--- src/rtl/arb_mux_reg.sv ---
// N-channel arbitrated merge onto one registered valid/ready output; 1-cycle latency, full throughput.
// Backpressure: a held beat with out_ready low blocks all in_ready; drain and reload can share an edge.
module arb_mux_reg #(
  parameter int W  = 5,
  parameter int N  = 4,
  parameter int RR = 1,
  localparam int SELW = (N > 1) ? $clog2(N) : 1
) (
  input  logic            clk,
  input  logic            rst_n,
  input  logic [N*W-1:0]  in_data,
  input  logic [N-1:0]    in_valid,
  output logic [N-1:0]    in_ready,
  output logic [W-1:0]    out_data,
  output logic [SELW-1:0] out_sel,
  output logic            out_valid,
  input  logic            out_ready
);

  logic [SELW-1:0] ptr_q, ptr_d;
  logic [W-1:0]    data_q, data_d;
  logic [SELW-1:0] sel_q, sel_d;
  logic            vld_q, vld_d;

  logic [SELW-1:0] start;
  logic [SELW-1:0] grant_idx;
  logic            grant_vld;
  logic [W-1:0]    grant_data;
  logic            free;
  logic            xfer;

  assign start = (RR != 0) ? ptr_q : '0;

  // Search start, start+1, ... modulo N; an extra bit keeps the sum from wrapping early.
  always_comb begin
    logic [SELW:0] sum;
    grant_vld = 1'b0;
    grant_idx = '0;
    sum       = '0;
    for (int k = 0; k < N; k++) begin
      sum = {1'b0, start} + (SELW+1)'(k);
      if (sum >= (SELW+1)'(N)) begin
        sum = sum - (SELW+1)'(N);
      end
      if (!grant_vld && in_valid[sum[SELW-1:0]]) begin
        grant_vld = 1'b1;
        grant_idx = sum[SELW-1:0];
      end
    end
  end

  always_comb begin
    grant_data = '0;
    for (int i = 0; i < N; i++) begin
      if (grant_idx == SELW'(i)) begin
        grant_data = in_data[i*W +: W];
      end
    end
  end

  assign free = !vld_q || out_ready;
  assign xfer = free && grant_vld && rst_n;

  always_comb begin
    in_ready = '0;
    for (int i = 0; i < N; i++) begin
      in_ready[i] = xfer && (grant_idx == SELW'(i));
    end
  end

  always_comb begin
    vld_d  = vld_q;
    data_d = data_q;
    sel_d  = sel_q;
    ptr_d  = ptr_q;
    if (xfer) begin
      vld_d  = 1'b1;
      data_d = grant_data;
      sel_d  = grant_idx;
      if (RR != 0) begin
        ptr_d = (grant_idx == SELW'(N-1)) ? '0 : grant_idx + 1'b1;
      end
    end else if (out_ready) begin
      vld_d = 1'b0;
    end
  end

  always_ff @(posedge clk) begin
    if (!rst_n) begin
      vld_q  <= 1'b0;
      data_q <= '0;
      sel_q  <= '0;
      ptr_q  <= '0;
    end else begin
      vld_q  <= vld_d;
      data_q <= data_d;
      sel_q  <= sel_d;
      ptr_q  <= ptr_d;
    end
  end

  assign out_valid = vld_q;
  assign out_data  = data_q;
  assign out_sel   = sel_q;

endmodule

--- config.mk ---
export PLATFORM = sky130hd
export DESIGN_NAME = arb_mux_reg
export DESIGN_NICKNAME = d
export VERILOG_FILES = /design/src/rtl/arb_mux_reg.sv
export SDC_FILE = /design/constraint.sdc
export NUM_CORES = 1
export LEC_CHECK = 0
export ABC_AREA = 1
export CORE_MARGIN = 8
export CORE_UTILIZATION = 45
export CTS_CLUSTER_SIZE = 12
export DETAILED_ROUTE_END_ITERATION = 10
export GPL_ROUTABILITY_DRIVEN = 0
export PLACE_DENSITY = 0.84
export REMOVE_ABC_BUFFERS = 1
export SYNTH_ARGS = -nofsm -noshare
export SYNTH_HDL_FRONTEND = slang
export SYNTH_SLANG_ARGS = --single-unit
export TNS_END_PERCENT = 100
--- constraint.sdc ---
create_clock -name clk -period 6.35 [get_ports clk]
set_clock_uncertainty 0.1 [all_clocks]
set_input_delay 0.635 -clock clk [delete_from_list [all_inputs] [get_ports clk]]
set_output_delay 0.635 -clock clk [all_outputs]
set_load 0.02 [all_outputs]
# == After elaboration in Yosys (flattened, before gate mapping) ==
# Cells that the tools add are included.
# op_classes
n_bitwise,0
shifts,0
n_reduce_logical,16
multipliers,0
div_mod_pow,0
add_sub_neg,8
n_eq_ne,3
magnitude_cmp,8
muxes,27
# op_table
op,n
$mux W5,4
$mux W2,9
$lt A2 B3 Y1 const B,4
$mux W1,10
$ge A3 B3 Y1 const B,3
$logic_and A1 B1 Y1,9
$bmux W1 S2,4
$sub A2 B1 Y2 const B,4
$add A2 B2 Y3 const B,2
$eq A2 B2 Y1 const B,2
$logic_not A1 Y1,4
$add A2 B1 Y3 const B,1
$ge A2 B3 Y1 const B,1
$add A2 B1 Y2 const B,1
$eq A2 B1 Y1 const B,1
$logic_not A2 Y1,1
$reduce_bool A2 Y1,1
$logic_or A1 B1 Y1,1
# word_totals
mem_bits_ro,0
elab_cells,66
register_bits,10
ram_bits,0
output_inout_bits,12
in_bits,27
mem_count,0
latch_bits,0

# == Longest topological paths before layout ==
# Gate-level depths: netlist of the first run.
# depth
word_depth,19
depth_mapped,18
mapped_depth_nobuf,18

# == Worst setup path after synthesis of the first run ==
# No wires, ideal clock.
# synth_timing
path_kind,in2out
start,in in_valid[3]
end,out in_ready[3]
n_path_buf,1
cell_stages,13
path_slack_ps,3465
t_required_ps,5615
arrival_ps,2150
cell_sequence,inv_1 -> nand2_2 -> nand3_1 -> nand2_2 -> nor2_4 -> nand3_1 -> nand3_1 -> nand2_1 -> inv_1 -> ha_1 -> clkbuf_1 -> inv_1 -> nor2_1
# synth_between
elab_cells_between_ends,26
classes_between,eq/ne (1); mux (16); reduce/logical (9)
# synth_rtl
element,line_no,source
"start, declared",12,"input logic [N-1:0] in_valid,"
$bmux W1 S2,45,if (!grant_vld && in_valid[sum[SELW-1:0]]) begin
$mux W1 (not written as such),45,
$mux W1,45,
$logic_not A1 Y1,45,
$logic_and A1 B1 Y1,45,
$mux W1,45,
$logic_not A1 Y1,45,
$logic_and A1 B1 Y1,45,
$mux W1,45,
$logic_not A1 Y1,45,
$logic_and A1 B1 Y1,45,
$mux W2 *,45,
via grant_idx[1],26,logic [SELW-1:0] grant_idx;
$eq A2 B2 Y1 *,67,in_ready[i] = xfer && (grant_idx == SELW'(i));
$logic_and A1 B1 Y1 *,67,
"end, declared",13,"output logic [N-1:0] in_ready,"
# The timed path passes the listed nets; every way through them passes the cells marked *. The select of a mux whose other input is x is not followed.

# == Worst setup path in the final report of the first run ==
# layout_timing
start,in in_valid[3]
end,out in_ready[2]
# Same word-level chain as after synthesis.

==> load_flow_metrics.sql, run 1 <==
INSERT INTO impl_metrics (metric_group, metric, value, unit) VALUES
('run_status', 'outcome', 'completed', ''),
('clocking', 'clk_transition_reported_paths', '0.06', 'ns'),
('clocking', 'cts.sinks', '10', ''),
('power_and_ir_drop', 'power.leakage', '0.658', 'nW'),
('critical_path', 'path_class', 'in -> out', ''),
('routing', 'detail_route.wirelength', '2500', 'µm'),
('synth', 'syn-mean-instance-area', '5.95', 'µm²'),
('critical_path', 'r2r_setup_slack', '3.51', 'ns'),
('routing', 'drt-initial-drc-count', '24', ''),
('job', 'drv_cap', '0', ''),
('sta', 'max_freq', '260', 'MHz'),
('layout', 'num_antenna_cells', '0', ''),
('floorplan', 'num_rows', '16', ''),
('critical_path', 'startpoint_of_the_most_critical_setup_path', 'in_valid[3]', ''),
('placement', 'dpl_worst_slack', '2.51', 'ns'),
('global_route', 'gr-usage-all-layers', '0.154', ''),
('synth', 'post-synth-top-area-cell', 'nand2_1', ''),
('synth', 'synth_area', '916', 'µm²'),
('routing', 'post-route-drc-count', '0', ''),
('synth', 'synth.top_cells.by_area', 'nand2_1 26%, dfxtp_1 22%, nand3_1 7.7%', ''),
('clocking', 'ctsHoldBuffers', '0', ''),
('synth', 'yosys_register_bits', '10', ''),
('floorplan', 'initial_core_util', '0.472', ''),
('clocking', 'cts_buffers', '3', ''),
('synth', 'seq_area_frac_synth', '0.219', ''),
('synth', 'yosysTopAreaCellShare', '0.258', ''),
('routing', 'detail_route.wl_per_cell', '11.4', 'µm'),
('critical_path', 'worst_r2r_startpoint', 'ptr_q[0]$_SDFFE_PN0P_', ''),
('layout', 'area_growth_from_synthesis_to_final_layout', '44.8', '%'),
('global_route', 'globalRoute.totalOverflow', '0', ''),
('floorplan', 'io_pins', '39', ''),
('sta', 'final.setup.tns', '0', 'ns'),
('floorplan', 'floorplan.die_area', '3740', 'µm²'),
('placement', 'buffer_ports.inserted', '38', ''),
('sta', 'max_slew.worst_pin.slew', '0.434', 'ns'),
('routing', 'routed-via-count', '1071', ''),
('synth', 'yosys_warnings', '0', ''),
('clocking', 'clock_tree.root_cell', 'clkbuf_4', ''),
('placement', 'placed_cell_area', '1290', 'µm²'),
('floorplan', 'die_w', '61.1', 'µm'),
('routing', 'viasPerCell', '4.89', ''),
('critical_path', 'rr_worst_depth', '17', ''),
('sta', 'final_hold_viol_count', '0', ''),
('clocking', 'clock_latency_on_the_worst_skew_pair', '0.27', 'ns'),
('global_route', 'grt_max_degree', '15', ''),
('clocking', 'clock_tree_from_tritoncts', 'yes', ''),
('clocking', 'cts.htree.levels', '1', ''),
('sta', 'slew_viol_final', '0', ''),
('global_route', 'grt_pass1_wl', '4510', 'µm'),
('power_and_ir_drop', 'power_density', '455', 'nW/µm²'),
('sta', 'final.period_utilization', '0.605', ''),
('routing', 'ant_nets', '0', ''),
('sta', 'setup_viol', '0', ''),
('min_path', 'worst_hold_path_type', 'reg -> reg', ''),
('critical_path', 'critical_path_arrival', '3.11', 'ns'),
('global_route', 'initial_antenna_violation_count', '0', ''),
('critical_path', 'crit_path_start_kind', 'primary input', ''),
('layout', 'area_occupied_by_multi_input_gates', '604', 'µm²'),
('synth', 'post_synth_num_cell_types', '21', ''),
('critical_path', 'timing.rr.end', 'out_data[1]$_SDFFE_PN0P_', ''),
('synth', 'postSynthCellCount', '154', ''),
('power_and_ir_drop', 'vdd_ir_drop_max', '0.000272', 'V'),
('floorplan', 'floorplan.die.height', '61.1', 'µm'),
('sta', 'fin_crit', '3.84', 'ns'),
('clocking', 'cts_buffer_depth', '2', ''),
('layout', 'layout.filler_cells', '177', ''),
('clocking', 'post-cts-setup-buffers', '0', ''),
('critical_path', 'worst_setup_path_end_kind', 'primary output', ''),
('critical_path', 'critPathCapture', 'in_ready[2]', ''),
('sta', 'rsz0062_at_grt', 'no', ''),
('global_route', 'number_of_global_route_vias_before_repair', '1083', ''),
('layout', 'design_area', '1330', 'µm²'),
('placement', 'dp.final_hpwl', '2070', 'µm'),
('layout', 'drive_above_1_share', '0.109', ''),
('routing', 'firstDrtPassIters', '4', ''),
('critical_path', 'critical_path_required', '5.61', 'ns'),
('layout', 'nets', '224', ''),
('sta', 'slew-limit-headroom', '0.710', ''),
('layout', 'regArea', '200', 'µm²'),
('floorplan', 'core-area', '1940', 'µm²'),
('critical_path', 'path_max_fanout', '6', ''),
('clocking', 'ctsResizeCount', '0', ''),
('sta', 'setup_slack', '2.51', 'ns');
[final cells by class]
class                           count  share of cell area
Clock buffer                        4              0.0274
Inverter                           19              0.0538
Multi-Input combinational cell    121               0.456
Sequential cell                    10               0.151
Tap cell                           27              0.0255
Timing Repair Buffer               38               0.287
[layer usage]
metal  share of wire  vias to the layer above  GRT usage
met4          0.0076                        0     0.0598
li1                -                      559          -
met1            0.41                      470      0.171
met3           0.083                        2     0.0418
met5               0                        -          0
met2            0.50                       40      0.272
[Yosys cell counts]
cell type and instances:
o21ai_0 11, nand3_2 1, dfxtp_1 10, nor2_4 1, o21ai_2 2, nand2_4 2
nor2_1 7, clkbuf_1 1, nand2_2 7, buf_2 1, inv_1 16, buf_12 1
nand3_4 1, nand4_1 1, nand2_1 63, a21oi_1 6, inv_2 3, ha_1 4
buf_6 1, nand3_1 14, nand3b_1 1
[report_power, final]
group,internal (mW),switching [mW]
Combinational,0.174,0.267
Clock,0.0349,0.0233
Sequential,0.0858,0.0186
[critical path, cell delays in order]
cell and delay, ns:
clkdlybuf4s50_1 0.43, inv_1 0.09, nand2_2 0.05, nand3_1 0.14
nand2_2 0.09, nor2_4 0.16, nand3b_1 0.10, nand3_1 0.09
nand2_1 0.09, inv_1 0.09, ha_1 0.26, inv_1 0.14
nor2_1 0.12, clkdlybuf4s50_1 0.62
[metrics by stage]
stage                     hold WS [ns]  power, mW  std cells   util
final                            0.373      0.604        219  0.683
after global routing             0.402      0.678        219  0.683
after CTS                        0.373      0.606        219  0.683
after detailed placement         0.364      0.544        215  0.664
after global placement           0.353      0.537        215  0.664
after floorplan                  0.393      0.415        150      -
[cell usage in the layout, fill, tap and decap left out, types with 3 or more instances in the layout]
cell,netlist,final
a21oi_1,6,6
clkbuf_4,0,3
clkdlybuf4s50_1,0,38
dfxtp_1,10,10
ha_1,4,4
inv_1,16,16
inv_2,3,3
nand2_1,63,63
nand2_2,7,7
nand3_1,14,14
nor2_1,7,7
o21ai_0,11,11
[state kept, by name, summed over array words and instances, names as in the netlist]
register and count:
out_sel 2, out_valid 1, out_data 5, ptr_q 2
[worst min-delay path by stage]
| stage | from | endpoint | slack [ns] | cells past startpoint |
|---|---|---|---|---|
| 6_report | out_sel[1]$_SDFFE_PN0P_ | out_sel[1]$_SDFFE_PN0P_ | 0.37 | 2 |
| 5_1_grt | out_data[1]$_SDFFE_PN0P_ | out_data[1]$_SDFFE_PN0P_ | 0.40 | 2 |
| 3_3_place_gp | out_data[0]$_SDFFE_PN0P_ | out_data[0]$_SDFFE_PN0P_ | 0.35 | 2 |
| 4_1_cts | out_data[1]$_SDFFE_PN0P_ | out_data[1]$_SDFFE_PN0P_ | 0.37 | 2 |
| 3_5_place_dp | out_data[2]$_SDFFE_PN0P_ | out_data[2]$_SDFFE_PN0P_ | 0.36 | 2 |
| 2_1_floorplan | ptr_q[1]$_SDFFE_PN0P_ | ptr_q[1]$_SDFFE_PN0P_ | 0.39 | 2 |
[logic make-up (layout without fill, tap and decap cells)]
group	count (synthesis)	after routing	share of synthesized area
flip-flops	10	10	0.219
adder cells (fa/ha/maj)	4	4	0.0546
buffers and inverters	23	61	0.122
AND/OR/NAND/NOR	98	98	0.493
AO/OA/AOI/OAI	19	19	0.112
No activity file was read; power rests on OpenSTA's default activity.
==> inputs of run 2 (changes only) <==
Settings changed: CORE_UTILIZATION 45 to 38, PLACE_DENSITY 0.84 to 0.76.
Clock period 6.35 ns to 3.3 ns, I/O delays scaled along.
==> run 2 against run 1 <==
  * First-iteration DRC count rose by 50%
  * Non-clock buffer count rose by 2
  * Wire length rose by 2.9%
  * Combinational power rose by 99%
  * Critical path depth fell by 1
  * Clock power rose by 34%
  * Global-route usage fell by 3.5 points
  * Setup slack got worse by 2.3 ns
  * Via count fell by 5.4%
  * Cell area rose by 0.57%
  * Register-to-register slack got worse by 2.8 ns
  * Count of clock-buffer cells in the layout fell by 1
==> load_flow_metrics.sql, run 2 (same netlist as run 1, synthesis figures left out) <==
INSERT INTO impl_metrics (metric_group, metric, value, unit) VALUES
('sta', 'final.period_utilization', '0.934', ''),
('routing', 'met2RoutedLength', '1320', 'µm'),
('layout', 'utilization', '0.592', ''),
('sta', 'setup_viol', '0', ''),
('global_route', 'initial_antenna_violation_count', '0', ''),
('clocking', 'cts.sinks', '10', ''),
('power_and_ir_drop', 'power.clock.fraction', '0.068', ''),
('routing', 'met3_wirelength', '66', 'µm'),
('placement', 'numPlacedInstances', '218', ''),
('global_route', 'number_of_global_route_vias_before_repair', '949', ''),
('clocking', 'clk_transition_reported_paths', '0.06', 'ns'),
('sta', 'final_hold_viol_count', '0', ''),
('power_and_ir_drop', 'power_density', '862', 'nW/µm²'),
('floorplan', 'die_w', '65.1', 'µm'),
('clocking', 'clock_latency_on_the_worst_skew_pair', '0.25', 'ns'),
('global_route', 'globalRoute.totalOverflow', '0', ''),
('sta', 'fin_crit', '3.08', 'ns'),
('layout', 'drive_above_1_share', '0.119', ''),
('power_and_ir_drop', 'pwr-share-comb', '0.765', ''),
('layout', 'num_antenna_cells', '0', ''),
('sta', 'slew_viol_final', '0', ''),
('power_and_ir_drop', 'power.switching', '595', 'µW'),
('clocking', 'cts_buffer_depth', '2', ''),
('sta', 'slew-limit-headroom', '0.763', ''),
('critical_path', 'critical_path_arrival', '2.65', 'ns'),
('routing', 'firstDrtPassIters', '6', ''),
('power_and_ir_drop', 'switch_share', '0.517', ''),
('routing', 'drt-initial-drc-count', '36', ''),
('clocking', 'cts_buffers', '3', ''),
('sta', 'max_freq', '324', 'MHz'),
('routing', 'detail_route.wirelength', '2570', 'µm'),
('critical_path', 'path_max_fanout', '7', ''),
('sta', 'final.setup.tns', '0', 'ns'),
('global_route', 'grt_pass1_wl', '4140', 'µm'),
('routing', 'ant_nets', '0', ''),
('run_status', 'outcome', 'completed', ''),
('routing', 'routed-via-count', '1013', ''),
('clocking', 'clock_tree_from_tritoncts', 'yes', ''),
('routing', 'post-route-drc-count', '0', ''),
('power_and_ir_drop', 'vdd_ir_drop_max', '0.000512', 'V'),
('layout', 'max_reg_flops', '5', ''),
('power_and_ir_drop', 'power', '1.15', 'mW'),
('routing', 'detail_route.wl_per_cell', '11.6', 'µm'),
('layout', 'nets', '226', ''),
('sta', 'max_slew.worst_pin.slew', '0.354', 'ns'),
('floorplan', 'num_rows', '17', ''),
('critical_path', 'worst_setup_path_end_kind', 'primary output', ''),
('power_and_ir_drop', 'power.leakage', '0.678', 'nW'),
('critical_path', 'crit_path_start_kind', 'primary input', ''),
('layout', 'layout.cells.most_common', 'nand2_1', ''),
('power_and_ir_drop', 'p_int', '555', 'µW'),
('floorplan', 'io_pins', '39', ''),
('clocking', 'post-cts-setup-buffers', '0', ''),
('critical_path', 'r2r_setup_slack', '0.71', 'ns'),
('global_route', 'grt_max_degree', '15', ''),
('floorplan', 'floorplan.die_area', '4240', 'µm²'),
('power_and_ir_drop', 'power.share.sequential', '0.168', ''),
('job', 'drv_cap', '0', ''),
('min_path', 'worst_hold_path_type', 'reg -> reg', ''),
('placement', 'buffer_ports.inserted', '38', ''),
('layout', 'finish.cell_count_without_fillers', '221', ''),
('floorplan', 'floorplan.die.height', '65.1', 'µm'),
('placement', 'dp.final_hpwl', '2170', 'µm'),
('clocking', 'clock_tree.root_cell', 'clkbuf_4', ''),
('critical_path', 'path_class', 'in -> out', ''),
('routing', 'viasPerCell', '4.58', ''),
('layout', 'area_growth_from_synthesis_to_final_layout', '45.6', '%'),
('floorplan', 'core-area', '2250', 'µm²'),
('clocking', 'cts.htree.levels', '1', ''),
('global_route', 'gr-usage-all-layers', '0.119', ''),
('routing', 'dr.max_layer_used', 'met4', ''),
('floorplan', 'initial_core_util', '0.406', ''),
('routing', 'wl_met1', '1170', 'µm'),
('layout', 'final_cell_mix', '63 x nand2_1, 37 x clkdlybuf4s50_1, 16 x inv_1, 14 x nand3_1, 11 x o21ai_0', ''),
('critical_path', 'critical_path_required', '2.87', 'ns');
-- run 2: cell count changes in the layout (fill, tap and decap cells not counted), sizes merged --
cell           change
buf                +2
clkbuf             -1
clkdlybuf4s50      -1
dlymetal6s2s       +1
-- run 2: critical path: stages --
cell and delay [ns]:
clkdlybuf4s50_1 0.49, inv_1 0.07, nand2_2 0.06, nand2_1 0.06, o21ai_2 0.16, inv_1 0.12
nand3_4 0.11, nand3_1 0.14, inv_1 0.12, ha_2 0.25, inv_1 0.05, nor2_1 0.09
clkdlybuf4s50_1 0.61
-- run 2: path summary, 6_finish.rpt --
check | startpoint | end | cells past startpoint
max reg2reg | ptr_q[0]$_SDFFE_PN0P_ | out_data[4]$_SDFFE_PN0P_ | 16
min reg2reg | out_data[2]$_SDFFE_PN0P_ | out_data[2]$_SDFFE_PN0P_ | 2
max | in_valid[1] | in_ready[1] | 13
min | out_data[2]$_SDFFE_PN0P_ | out_data[2]$_SDFFE_PN0P_ | 2
-- run 2: what timing repair did --
action / 4_1_cts / 5_1_grt
hold buffers: 0 / 0
endpoints found under the setup margin: 0 / 2
resized for setup: 0 / 2
-- run 2: final cells by class --
cell class	count	area [µm²]
Timing Repair Buffer	40	398
Multi-Input combinational cell	121	607
Clock buffer	3	22.5
Sequential cell	10	200
Tap cell	28	35.0
Inverter	19	71.3
Fill cell	218	921
-- run 2: power groups by stage --
stage               combinational (mW)  sequential (mW)  clock (mW)
floorplan                        0.562            0.237           0
global placement                 0.851            0.195           0
detailed placement               0.872            0.196           0
CTS                              0.876            0.193      0.0812
global route                     0.986            0.198      0.0930
finish                           0.879            0.193      0.0780
-- run 2: metal layers --
metal	vias up	global-route usage
li1	560	-
met1	432	0.141
met2	19	0.206
met3	2	0.0169
met4	0	0.0572
met5	-	0
-- run 2: metrics by stage --
| step | hold WS (ns) | setup WS (ns) | cell area (µm²) |
|---|---|---|---|
| global placement | 0.354 | 0.204 | 1310 |
| CTS | 0.370 | 0.0294 | 1330 |
| global route | 0.387 | -0.00813 | 1330 |
| detailed placement | 0.361 | 0.0715 | 1310 |
| floorplan | 0.355 | 0.881 | 876 |
| finish | 0.367 | 0.217 | 1330 |
